<file path="src/rtl/vending_pkg.sv">
// Shared coin codes and debounce state type for the vending datapath.
package vending_pkg;

  localparam logic [4:0] COIN_NONE = 5'd0;
  localparam logic [4:0] COIN_5    = 5'd5;
  localparam logic [4:0] COIN_10   = 5'd10;

  typedef enum logic [1:0] {
    IDLE      = 2'd0,
    RISE_WAIT = 2'd1,
    HELD      = 2'd2,
    FALL_WAIT = 2'd3
  } deb_state_e;

  typedef struct packed {
    logic [4:0] coin;
    logic       reject;
  } coin_out_t;

  // Conflicting, gated or jammed events go to the return chute with no credit.
  function automatic coin_out_t arbitrate(input logic ev5, input logic ev10,
                                          input logic accept, input logic jammed);
    coin_out_t o;
    o.coin   = COIN_NONE;
    o.reject = 1'b0;
    if (ev5 && ev10) begin
      o.reject = 1'b1;
    end else if (ev5 || ev10) begin
      if (!accept || jammed) begin
        o.reject = 1'b1;
      end else begin
        o.coin = ev5 ? COIN_5 : COIN_10;
      end
    end
    return o;
  endfunction

endpackage

</file>
<file path="src/rtl/coin_debounce.sv">
// One slot-sensor channel: 2-flop sync, debounce FSM, press event and stuck flag.
// state     | meaning
// IDLE      | sensor released and qualified
// RISE_WAIT | counting stable high samples
// HELD      | press qualified, held counter running
// FALL_WAIT | counting stable low samples
module coin_debounce
  import vending_pkg::*;
#(
  parameter int unsigned DEBOUNCE_CYCLES = 4,
  parameter int unsigned STUCK_CYCLES    = 1000
) (
  input  logic clk,
  input  logic rst,
  input  logic sens_raw_i,
  output logic press_o,
  output logic stuck_o
);

  localparam int unsigned HW = $clog2(STUCK_CYCLES + 1);
  localparam logic [7:0] DEB = 8'(DEBOUNCE_CYCLES);
  localparam logic [HW-1:0] STUCK = HW'(STUCK_CYCLES);

  logic          sync1_q;
  logic          s_q;
  deb_state_e    state_q, state_d;
  logic [7:0]    cnt_q, cnt_d;
  logic [HW-1:0] held_q, held_d;
  logic          press_q, press_d;

  always_ff @(posedge clk) begin
    if (rst) begin
      sync1_q <= 1'b0;
      s_q     <= 1'b0;
      state_q <= IDLE;
      cnt_q   <= '0;
      held_q  <= '0;
      press_q <= 1'b0;
    end else begin
      sync1_q <= sens_raw_i;
      s_q     <= sync1_q;
      state_q <= state_d;
      cnt_q   <= cnt_d;
      held_q  <= held_d;
      press_q <= press_d;
    end
  end

  always_comb begin
    state_d = state_q;
    cnt_d   = cnt_q;
    held_d  = held_q;
    case (state_q)
      IDLE: begin
        cnt_d  = '0;
        held_d = '0;
        if (s_q) begin
          if (DEB == 8'd1) begin
            state_d = HELD;
          end else begin
            state_d = RISE_WAIT;
            cnt_d   = 8'd1;
          end
        end
      end
      RISE_WAIT: begin
        held_d = '0;
        if (s_q) begin
          if (cnt_q + 8'd1 == DEB) begin
            state_d = HELD;
            cnt_d   = '0;
          end else begin
            cnt_d = cnt_q + 8'd1;
          end
        end else begin
          state_d = IDLE;
          cnt_d   = '0;
        end
      end
      HELD: begin
        // Saturates so the stuck flag stays up for as long as the press lasts.
        held_d = (held_q == STUCK) ? held_q : held_q + HW'(1);
        if (!s_q) begin
          if (DEB == 8'd1) begin
            state_d = IDLE;
            cnt_d   = '0;
          end else begin
            state_d = FALL_WAIT;
            cnt_d   = 8'd1;
          end
        end
      end
      FALL_WAIT: begin
        if (!s_q) begin
          if (cnt_q + 8'd1 == DEB) begin
            state_d = IDLE;
            cnt_d   = '0;
          end else begin
            cnt_d = cnt_q + 8'd1;
          end
        end else begin
          state_d = HELD;
          cnt_d   = '0;
        end
      end
      default: begin
        state_d = IDLE;
        cnt_d   = '0;
        held_d  = '0;
      end
    endcase
  end

  // A press is raised only on entry to HELD from the rising side, never on a FALL_WAIT bounce.
  always_comb begin
    press_d = (state_d == HELD) && ((state_q == IDLE) || (state_q == RISE_WAIT));
  end

  assign press_o = press_q;
  assign stuck_o = (held_q == STUCK);

endmodule

</file>
<file path="src/rtl/coin_sensor_front.sv">
// Slot-sensor front end: two debounced channels, arbitration, registered coin/reject and sticky jam.
module coin_sensor_front
  import vending_pkg::*;
#(
  parameter int unsigned DEBOUNCE_CYCLES = 4,
  parameter int unsigned STUCK_CYCLES    = 1000
) (
  input  logic       clk,
  input  logic       rst,
  input  logic       sens5_raw,
  input  logic       sens10_raw,
  input  logic       accept_en,
  output logic [4:0] coin,
  output logic       reject,
  output logic       jam
);

  logic      ev5, ev10;
  logic      stuck5, stuck10;
  coin_out_t out_q, out_d;
  logic      jam_q, jam_d;

  coin_debounce #(
    .DEBOUNCE_CYCLES (DEBOUNCE_CYCLES),
    .STUCK_CYCLES    (STUCK_CYCLES)
  ) u_deb5 (
    .clk        (clk),
    .rst        (rst),
    .sens_raw_i (sens5_raw),
    .press_o    (ev5),
    .stuck_o    (stuck5)
  );

  coin_debounce #(
    .DEBOUNCE_CYCLES (DEBOUNCE_CYCLES),
    .STUCK_CYCLES    (STUCK_CYCLES)
  ) u_deb10 (
    .clk        (clk),
    .rst        (rst),
    .sens_raw_i (sens10_raw),
    .press_o    (ev10),
    .stuck_o    (stuck10)
  );

  always_comb begin
    out_d = arbitrate(ev5, ev10, accept_en, jam_q);
    jam_d = jam_q | stuck5 | stuck10;
  end

  always_ff @(posedge clk) begin
    if (rst) begin
      out_q <= '{coin: COIN_NONE, reject: 1'b0};
      jam_q <= 1'b0;
    end else begin
      out_q <= out_d;
      jam_q <= jam_d;
    end
  end

  assign coin   = out_q.coin;
  assign reject = out_q.reject;
  assign jam    = jam_q;

endmodule

</file>
<file path="config.mk">
export PLATFORM = sky130hd
export DESIGN_NAME = coin_sensor_front
export DESIGN_NICKNAME = d
export VERILOG_FILES = /design/src/rtl/vending_pkg.sv /design/src/rtl/coin_debounce.sv /design/src/rtl/coin_sensor_front.sv
export SDC_FILE = /design/constraint.sdc
export NUM_CORES = 1
export LEC_CHECK = 0
export ABC_AREA = 1
export BUFFER_PORTS_ARGS = -buffer_cell sky130_fd_sc_hd__clkbuf_2
export CORE_ASPECT_RATIO = 1.5
export CORE_MARGIN = 2
export CORE_UTILIZATION = 40
export DETAILED_ROUTE_END_ITERATION = 10
export GPL_TIMING_DRIVEN = 1
export SLEW_MARGIN = 20
export SYNTH_ARGS = -nofsm -noshare
export SYNTH_HDL_FRONTEND = slang
export SYNTH_SLANG_ARGS = --single-unit
</file>
<file path="constraint.sdc">
create_clock -name clk -period 1.7 [get_ports clk]
set_input_delay 0.17 -clock clk [delete_from_list [all_inputs] [get_ports clk]]
set_output_delay 0.17 -clock clk [all_outputs]
set_load 0.01 [all_outputs]
</file>
==> impl_metrics.json, run 1 <==
{
  "min-delay-path-class": "in -> reg",
  "ant_nets": 0,
  "grt_max_degree": 17,
  "post_drt_wl_per_cell_um": 10.9,
  "dieHeight_um": 102,
  "yosys-top-cells-area": "dfxtp_1 39%, nand2_1 13%, inv_1 7.4%",
  "crit_top_cell": "nand3_1",
  "first_pass_iters": 4,
  "io_buffers": 10,
  "overflow": 0,
  "worst-path-buf-inv": 0,
  "arrival_ns": 1.73,
  "fin_crit_ns": 1.53,
  "placement.cell_area_mm2": 0.00267,
  "clkPwrFrac_pct": 45.3,
  "post-dp-hpwl_um": 3720,
  "yosysUniqueCellTypes": 33,
  "power_leakage_nw": 1.09,
  "hold_slack_ns": 0.0564,
  "p_sw_mw": 0.425,
  "wl_um": 5010,
  "fmax_mhz": 652,
  "grt_pass1_vias": 2071,
  "place_ws_ns": 0.141,
  "vdd_ir_drop_max_mv": 0.534,
  "yosysMostFrequentCell": "nand2_1",
  "internal_power_mw": 1.82,
  "ff2ff_setup_slack_ns": 0.17,
  "skew_ns": 0.0121,
  "power.share.switching_pct": 18.9,
  "crit_family": "simple AND/OR/NAND/NOR gates",
  "cts_buffers": 5,
  "synth_common_cells": "91 x nand2_1, 50 x dfxtp_1, 50 x inv_1",
  "fp.dieW_um": 69.1,
  "h-tree-depth": 2,
  "rows": 35,
  "start_util_pct": 41.4,
  "netlist_instances": 370,
  "hold_viol_final": 0,
  "mappedNetlistArea_mm2": 0.00254,
  "maxCapViolations": 0,
  "grt_util_all_layers_pct": 14.9,
  "clkSlewWorstSetupHoldPaths_ns": 0.09,
  "synth_seq_cells": 50,
  "cts_tree": "yes",
  "clockBufferDepth": 2,
  "drt_iter0_drc": 99,
  "avgSynthCellArea_um2": 6.87,
  "crit_fanout": 4,
  "dieArea_mm2": 0.00702,
  "power_frac_comb_pct": 2.0,
  "clk_latency_ns": 0.30,
  "synth_fp_nets": 381,
  "fin_nets": 397,
  "slew_viol_final": 0,
  "synth.top_cell.area_share_pct": 39.4,
  "finalInstanceArea_mm2": 0.00284,
  "remaining_drc_errors": 0,
  "critPathMaxStageDelay_ns": 0.39,
  "power_density_mw_per_mm2": 791,
  "diodes": 0,
  "fin_ws_ns": 0.167,
  "grt_antenna_before_repair": 0,
  "ys_seq_area_share_pct": 39.4,
  "required_ns": 1.90,
  "crit_path_cell_trace": "ha_2 -> nand3_1 -> o21ai_2 -> nand3_1 -> nor2_2 -> nand3_1 -> nor2_1 -> a21oi_1",
  "area_delta_synth_final_pct": 11.6,
  "setup_viol": 0,
  "yosysWarnings": 0,
  "via_per_inst": 4.88,
  "clock-sinks": 50,
  "grt_first_pass_wirelength_um": 8660,
  "async_flop_share_pct": 0,
  "worstSetupPathType": "reg -> reg",
  "synth_edf_count": 0,
  "cp_slowest_cell": "dfxtp_1",
  "power_frac_seq_pct": 52.7,
  "core_mm2": 0.00613,
  "ctsHoldBuffers": 0,
  "status": "complete, no violations",
  "gp_congestion": 0.830,
  "yosys.area.top_type": "dfxtp_1",
  "synthFlopType": "dfxtp_1",
  "cts-root-buf": "clkbuf_8",
  "drive_above_1_share_pct": 12.9,
  "period_share_pct": 90.2,
  "worstSetupEndpointType": "register",
  "report.power.total_mw": 2.24,
  "start_kind": "register",
  "pin_count": 12,
  "num_vias": 2250,
  "utilization_pct": 46.3
}
[per-stage QoR]
step           std cells  TNS, ns
3_3_place_gp         451        0
2_1_floorplan        370        0
4_1_cts              459        0
5_1_grt              461  -0.0432
3_5_place_dp         451        0
6_report             461        0
[cell type report]
type                    instances  area [um2]
clock buffers                   6        82.6
clock inverters                 2        60.1
fillers                       640        3290
inverters                      54         205
multi-input cells             258        1290
flip-flops and latches         50        1000
well taps                      74        92.6
repair buffers                 17         103
[registers in the layout (all words and copies together), names as in the netlist]
| name | cells |
|---|---|
| u_deb10.held_q | 10 |
| u_deb5.held_q | 10 |
| u_deb10.cnt_q | 8 |
| u_deb5.cnt_q | 8 |
| coin | 2 |
| u_deb10.state_q | 2 |
| u_deb5.state_q | 2 |
| jam | 1 |
| reject | 1 |
| u_deb10.press_o | 1 |
| u_deb10.s_q | 1 |
| u_deb10.sync1_q | 1 |
| u_deb5.press_o | 1 |
| u_deb5.s_q | 1 |
| u_deb5.sync1_q | 1 |
[power groups by stage]
stage | clock network, mW | registers (mW) | logic [mW]
detailed placement | 0 | 1.21 | 0.0457
finish | 1.02 | 1.18 | 0.0445
floorplan | 0 | 1.21 | 0.0326
global placement | 0 | 1.21 | 0.0452
global route | 1.09 | 1.18 | 0.0521
CTS | 1.05 | 1.18 | 0.0457
[cells by family after synthesis]
| kind of cell | after synthesis | synth area share [%] |
|---|---|---|
| and+or+nand+nor | 193 | 34.2 |
| buffers and inverters | 62 | 10.2 |
| AOI/OAI and AO/OA | 55 | 12.0 |
| DFF | 50 | 39.4 |
| adders and majority gates | 6 | 2.95 |
| xor gates and xnor gates | 3 | 1.03 |
| other | 1 | 0.148 |
[layer usage]
metal,GRT usage [%],vias to the layer above,wire length (um)
met5,0,-,0
met4,5.43,0,70
met3,2.39,7,82
met2,28.8,16,2650
met1,16.3,1020,2210
li1,-,1207,-
[final timing paths]
| path | start | end | cells past startpoint |
|---|---|---|---|
| hold reg to reg | u_deb10.sync1_q | u_deb10.s_q | 2 |
| setup / recovery | u_deb10.cnt_q[1] | u_deb10.state_q[1] | 8 |
| hold / removal | sens5_raw | u_deb5.sync1_q | 3 |
| setup reg to reg | u_deb10.cnt_q[1] | u_deb10.state_q[1] | 8 |
[timing repair]
item                                    4_1_cts  5_1_grt
endpoints found under the setup margin        0        9
setup buffers                                 0        2
resized for setup                             0        4
[layout by cell type, fill, tap and decap left out, drive strengths merged]
cell	count
xor2	3
dfxtp	50
inv	54
o21ai	13
conb	1
nor3b	1
nand3b	3
a22o	2
nor3	7
o21a	2
clkbuf	16
o21bai	1
nand3	33
ha	6
buf	7
bufinv	2
a21oi	35
or3b	1
o22ai	1
nand4	9
o31ai	1
nand2	96
nor2	43
[tightest hold or removal path, cell delays in order]
cell and delay [ns]:
clkbuf_2 0.08, inv_1 0.04, nor2_1 0.03
Power figures use the tool's default switching activity.
==> run 2, diff against run 1 <==
--- a/config.mk
+++ b/config.mk
@@ -9,7 +9,7 @@
 export BUFFER_PORTS_ARGS = -buffer_cell sky130_fd_sc_hd__clkbuf_2
 export CORE_ASPECT_RATIO = 1.5
 export CORE_MARGIN = 2
-export CORE_UTILIZATION = 40
+export CORE_UTILIZATION = 38
 export DETAILED_ROUTE_END_ITERATION = 10
 export GPL_TIMING_DRIVEN = 1
 export SLEW_MARGIN = 20
==> run 2 against run 1 <==
  * Utilization decreased by 3.2 points
  * Fmax decreased by 1.0%
  * Clock-buffer cell count is the same
  * Clock skew decreased by 0.0026 ns
  * Critical path type unchanged
  * Clock power fell by 15%
  * Largest cell class unchanged
  * Via count up 2.0%
==> impl_metrics.json, run 2 (same netlist as run 1, synthesis figures left out) <==
{
  "status": "complete, no violations",
  "ctsHoldBuffers": 0,
  "cts-root-buf": "clkbuf_8",
  "core_mm2": 0.00649,
  "cp_slowest_cell": "dfxtp_1",
  "worst-path-buf-inv": 1,
  "min_delay_worst_endpoint": "u_deb10.sync1_q",
  "diodes": 0,
  "fin_nets": 395,
  "grt_antenna_before_repair": 0,
  "slew_viol_final": 0,
  "clkSlewWorstSetupHoldPaths_ns": 0.09,
  "clock-sinks": 50,
  "worstHoldStart": "sens10_raw",
  "min-delay-path-class": "in -> reg",
  "rows": 36,
  "rsz0062_at_grt": "false",
  "via_per_inst": 4.99,
  "fin_crit_ns": 1.55,
  "top_regs": "u_deb10.held_q: 10 flops, u_deb5.held_q: 10 flops",
  "power_density_mw_per_mm2": 751,
  "clockBufferDepth": 2,
  "tightestPinTransition_ns": 0.559,
  "required_ns": 1.91,
  "post-dp-hpwl_um": 3850,
  "start_util_pct": 39.2,
  "clk_latency_ns": 0.31,
  "hold_depth": 3,
  "rr_worst_depth": 9,
  "crit_family": "simple AND/OR/NAND/NOR gates",
  "dieArea_mm2": 0.00737,
  "num_vias": 2296,
  "start_kind": "register",
  "setup_viol": 0,
  "layout_common_cells": "91 x nand2_1, 50 x inv_1, 46 x dfxtp_1",
  "arrival_ns": 1.76,
  "wl_um": 5220,
  "timing.rr.end": "u_deb5.held_q[3]",
  "period_share_pct": 91.1,
  "cts_buffers": 5,
  "hold_viol_final": 0,
  "io_buffers": 10,
  "fp.dieW_um": 70.8,
  "gp_congestion": 0.796,
  "n_fill_cell": 701,
  "h-tree-depth": 2,
  "crit_path_cell_trace": "inv_1 -> ha_1 -> nand2_1 -> nor2_1 -> nand4_1 -> nand2_2 -> nand2_2 -> nor2_1 -> o21a_1",
  "report.power.total_mw": 2.10,
  "critPathMaxStageDelay_ns": 0.40,
  "pin_count": 12,
  "post_drt_wl_per_cell_um": 11.3,
  "skew_ns": 0.00951,
  "dieHeight_um": 104,
  "ff2ff_setup_slack_ns": 0.15,
  "first_pass_iters": 4,
  "slew_headroom_pct": 62.5,
  "vdd_ir_drop_max_mv": 0.538,
  "grt_pass1_vias": 2175,
  "cts_setup_buffers": 0,
  "fmax_mhz": 646,
  "hold_slack_ns": 0.0399,
  "ant_nets": 0,
  "grt_max_degree": 17,
  "layout_commonest_cell": "nand2_1",
  "crit_fanout": 10,
  "r2r_start": "u_deb5.held_q[0]",
  "maxCapViolations": 0,
  "overflow": 0,
  "grt_util_all_layers_pct": 15.2,
  "setup_tns_ns": 0,
  "area_delta_synth_final_pct": 10.0,
  "worstSetupPathType": "reg -> reg",
  "remaining_drc_errors": 0,
  "cts_tree": "yes",
  "drt_iter0_drc": 111,
  "worstSetupEndpointType": "register",
  "drive_above_1_share_pct": 13.3,
  "power_leakage_nw": 1.07,
  "grt_first_pass_wirelength_um": 9300
}
[run 2: cell types whose count changed in the layout (fill, tap and decap cells not counted), sizes merged]
| cell | change |
|---|---|
| buf | -2 |
| bufinv | -1 |
[run 2: report_power, final]
group / switching [mW] / leakage [nW] / internal, mW / total, mW
Clock: 0.397 / 0.0573 / 0.471 / 0.869
Combinational: 0.0314 / 0.603 / 0.0146 / 0.0460
Sequential: 0.00587 / 0.406 / 1.18 / 1.18
Total: 0.435 / 1.07 / 1.66 / 2.10
[run 2: per-stage QoR]
| stage | std cells | setup WS [ns] | util (%) | cell area, um2 |
|---|---|---|---|---|
| after floorplan | 370 | 0.324 | - | 2540 |
| after global placement | 453 | 0.126 | 41.1 | 2670 |
| after detailed placement | 453 | 0.138 | 41.1 | 2670 |
| after CTS | 460 | 0.0999 | 42.9 | 2780 |
| after global routing | 460 | 0.00352 | 43.1 | 2800 |
| final | 460 | 0.152 | 43.1 | 2800 |
[run 2: worst max-delay path by stage]
stage	endpoint	startpoint	depth (start not counted)
detailed placement	u_deb5.state_q[1]	u_deb5.cnt_q[0]	9
global route	u_deb5.state_q[1]	u_deb5.cnt_q[0]	9
global placement	u_deb5.held_q[3]	u_deb5.held_q[0]	9
floorplan	u_deb5.state_q[0]	u_deb5.cnt_q[0]	8
CTS	u_deb5.state_q[1]	u_deb5.cnt_q[0]	9
finish	u_deb5.held_q[3]	u_deb5.held_q[0]	9
[run 2: worst min-delay path: cells and delay by family]
kind / cells / cell delay [ns]
buffers and inverters: 2 / 0.12
and+or+nand+nor: 1 / 0.03
[run 2: layout make-up]
| type | count | area (um2) | share of cell area [%] |
|---|---|---|---|
| Multi-Input combinational cell | 258 | 1290 | 46.1 |
| Clock buffer | 6 | 82.6 | 2.95 |
| Timing Repair Buffer | 15 | 87.6 | 3.13 |
| Sequential cell | 50 | 1010 | 36.0 |
| Tap cell | 76 | 95.1 | 3.40 |
| Clock inverter | 1 | 30.0 | 1.07 |
| Inverter | 54 | 205 | 7.34 |
[run 2: metal layers]
metal  track usage (%)  up-vias  routed length (um)
met4              4.72        0                  91
met3              3.10        7                 128
met2              27.9       29                2770
met5                 0        -                   0
li1                  -     1207                   -
met1              17.1     1053                2230
[run 2: timing repair]
item                                   4_1_cts  5_1_grt
setup endpoints to repair                    0        8
endpoints found under the hold margin        0        0
resized for setup                            0        7
==> run 3, diff against run 2 <==
--- a/config.mk
+++ b/config.mk
@@ -12,6 +12,7 @@
 export CORE_UTILIZATION = 38
 export DETAILED_ROUTE_END_ITERATION = 10
 export GPL_TIMING_DRIVEN = 1
+export SETUP_SLACK_MARGIN = 0.2
 export SLEW_MARGIN = 20
 export SYNTH_ARGS = -nofsm -noshare
 export SYNTH_HDL_FRONTEND = slang
==> constraint.sdc (replaced) <==
create_clock -name clk -period 1.7 [get_ports clk]
set_input_delay 0.17 -clock clk [delete_from_list [all_inputs] [get_ports clk]]
set_output_delay 0.17 -clock clk [all_outputs]
set_load 0.02 [all_outputs]
==> run 3 against run 2 <==
  * Setup slack gained 0.090 ns
  * Die area is the same
  * Non-clock buffer count increased by 6
  * Fmax increased by 6.2%
  * Combinational power is 9.8% higher
  * First-iteration DRC count down 0.90%
  * Sequential share of layout area shrank 1.8 points
  * Critical path type unchanged
  * Largest power group unchanged
==> impl_metrics.json, run 3 (same netlist as run 1, synthesis figures left out) <==
{
  "diodes": 0,
  "critPathMaxStageDelay_ns": 0.35,
  "p_sw_mw": 0.437,
  "grtUsageMet3_pct": 3.39,
  "num_vias": 2342,
  "ctsHoldBuffers": 0,
  "multi_input_area_mm2": 0.00143,
  "via_per_inst": 5.01,
  "worst-path-buf-inv": 2,
  "start_kind": "register",
  "dieHeight_um": 104,
  "power_leakage_nw": 1.11,
  "grt_pass1_vias": 2195,
  "slew_viol_final": 0,
  "grt_use_met1_pct": 17.2,
  "pin_count": 12,
  "drt_iter0_drc": 110,
  "power_frac_comb_pct": 2.4,
  "setup_tns_ns": 0,
  "layout.cells.non_filler": 467,
  "area_delta_synth_final_pct": 18.2,
  "grt_first_pass_wirelength_um": 9350,
  "crit_path_cell_trace": "inv_1 -> ha_1 -> nand2_1 -> nor2_1 -> nand4_1 -> nand2_4 -> buf_4 -> nand3_1 -> a21oi_1",
  "io_buffers": 10,
  "cts_tree": "yes",
  "ant_nets": 0,
  "post_drt_wl_per_cell_um": 11.5,
  "cts_buffers": 5,
  "power_density_mw_per_mm2": 698,
  "place_ws_ns": 0.138,
  "layout_commonest_cell": "nand2_1",
  "grt.busiest_layer": "met2",
  "utilization_pct": 46.3,
  "n_fill_cell": 678,
  "crit_fanout": 6,
  "internal_power_mw": 1.66,
  "clk_latency_ns": 0.31,
  "wl_um": 5390,
  "drive_above_1_share_pct": 23.3,
  "hold_viol_final": 0,
  "cts-root-buf": "clkbuf_8",
  "grt_max_degree": 17,
  "skew_ns": 0.0119,
  "clkSlewWorstSetupHoldPaths_ns": 0.09,
  "maxCapViolations": 0,
  "grt.met2_usage_pct": 28.0,
  "fp.dieW_um": 70.8,
  "clkPwrFrac_pct": 41.4,
  "first_pass_iters": 4,
  "dp.cells": 453,
  "fin_crit_ns": 1.46,
  "required_ns": 1.94,
  "fmax_mhz": 686,
  "min-delay-path-class": "in -> reg",
  "crit_family": "simple AND/OR/NAND/NOR gates",
  "seq_area_mm2": 0.00103,
  "status": "complete, no violations",
  "worstSetupPathType": "reg -> reg",
  "hold_slack_ns": 0.0414,
  "arrival_ns": 1.69,
  "fin_ws_ns": 0.242,
  "cp_slowest_cell": "dfxtp_2",
  "core_mm2": 0.00649,
  "grt_util_all_layers_pct": 15.3,
  "post-dp-hpwl_um": 3850,
  "rsz0062_at_grt": "true",
  "layout_common_cells": "88 x nand2_1, 46 x inv_1, 38 x dfxtp_1",
  "setup_viol": 0,
  "clock-sinks": 50,
  "power.share.switching_pct": 20.8,
  "vdd_ir_drop_max_mv": 0.481,
  "worstSetupEndpointType": "register",
  "fin_nets": 402,
  "gp_congestion": 0.796,
  "rows": 36,
  "h-tree-depth": 2,
  "dieArea_mm2": 0.00737,
  "grt_antenna_before_repair": 0,
  "remaining_drc_errors": 0,
  "period_share_pct": 85.8,
  "top_regs": "u_deb10.held_q: 10 flops, u_deb5.held_q: 10 flops",
  "start_util_pct": 39.2,
  "power_frac_seq_pct": 56.2,
  "clockBufferDepth": 2,
  "overflow": 0
}
-- run 3: routing by layer --
layer	up-vias	share of wire [%]	wire (um)
li1	1228	-	-
met5	-	0	0
met3	7	2.3	122
met2	19	54	2900
met4	0	1.6	88
met1	1088	42	2280
-- run 3: what timing repair did --
action | CTS | global route
setup buffers | 0 | 6
pin swaps | 2 | 9
gates resized for setup | 9 | 46
endpoints found under the setup margin | 13 | 31
cloned | 0 | 1
-- run 3: layout make-up --
class / count / area share (%)
Clock buffer: 6 / 2.75
Clock inverter: 1 / 1.00
Inverter: 54 / 6.92
Multi-Input combinational cell: 259 / 47.6
Sequential cell: 50 / 34.2
Tap cell: 76 / 3.17
Timing Repair Buffer: 21 / 4.42
-- run 3: through the flow --
stage	power, mW	area [um2]
after floorplan	1.24	2540
final	2.10	3000
after global routing	2.17	3000
after CTS	2.13	2810
after global placement	1.26	2670
after detailed placement	1.26	2670
-- run 3: worst reg2reg max path, stage by stage, from the launching register on --
cell and delay (ns):
dfxtp_2 0.35, inv_1 0.06, ha_1 0.14, nand2_1 0.06, nor2_1 0.08, nand4_1 0.19, nand2_4 0.19, buf_4 0.14
nand3_1 0.06, a21oi_1 0.13
-- run 3: final timing paths --
kind	startpoint	to	slack, ns	depth (start not counted)
max reg2reg	u_deb5.held_q[1]	u_deb5.held_q[8]	0.24	9
max	u_deb5.held_q[1]	u_deb5.held_q[8]	0.24	9
min	sens10_raw	u_deb10.sync1_q	0.04	3
min reg2reg	u_deb10.sync1_q	u_deb10.s_q	0.41	2
-- run 3: power groups by stage --
stage | sequential, mW | clock [mW] | combinational, mW
final | 1.18 | 0.867 | 0.0505
after global routing | 1.18 | 0.938 | 0.0568
after CTS | 1.18 | 0.900 | 0.0482
after detailed placement | 1.21 | 0 | 0.0480
after global placement | 1.21 | 0 | 0.0473
after floorplan | 1.21 | 0 | 0.0336
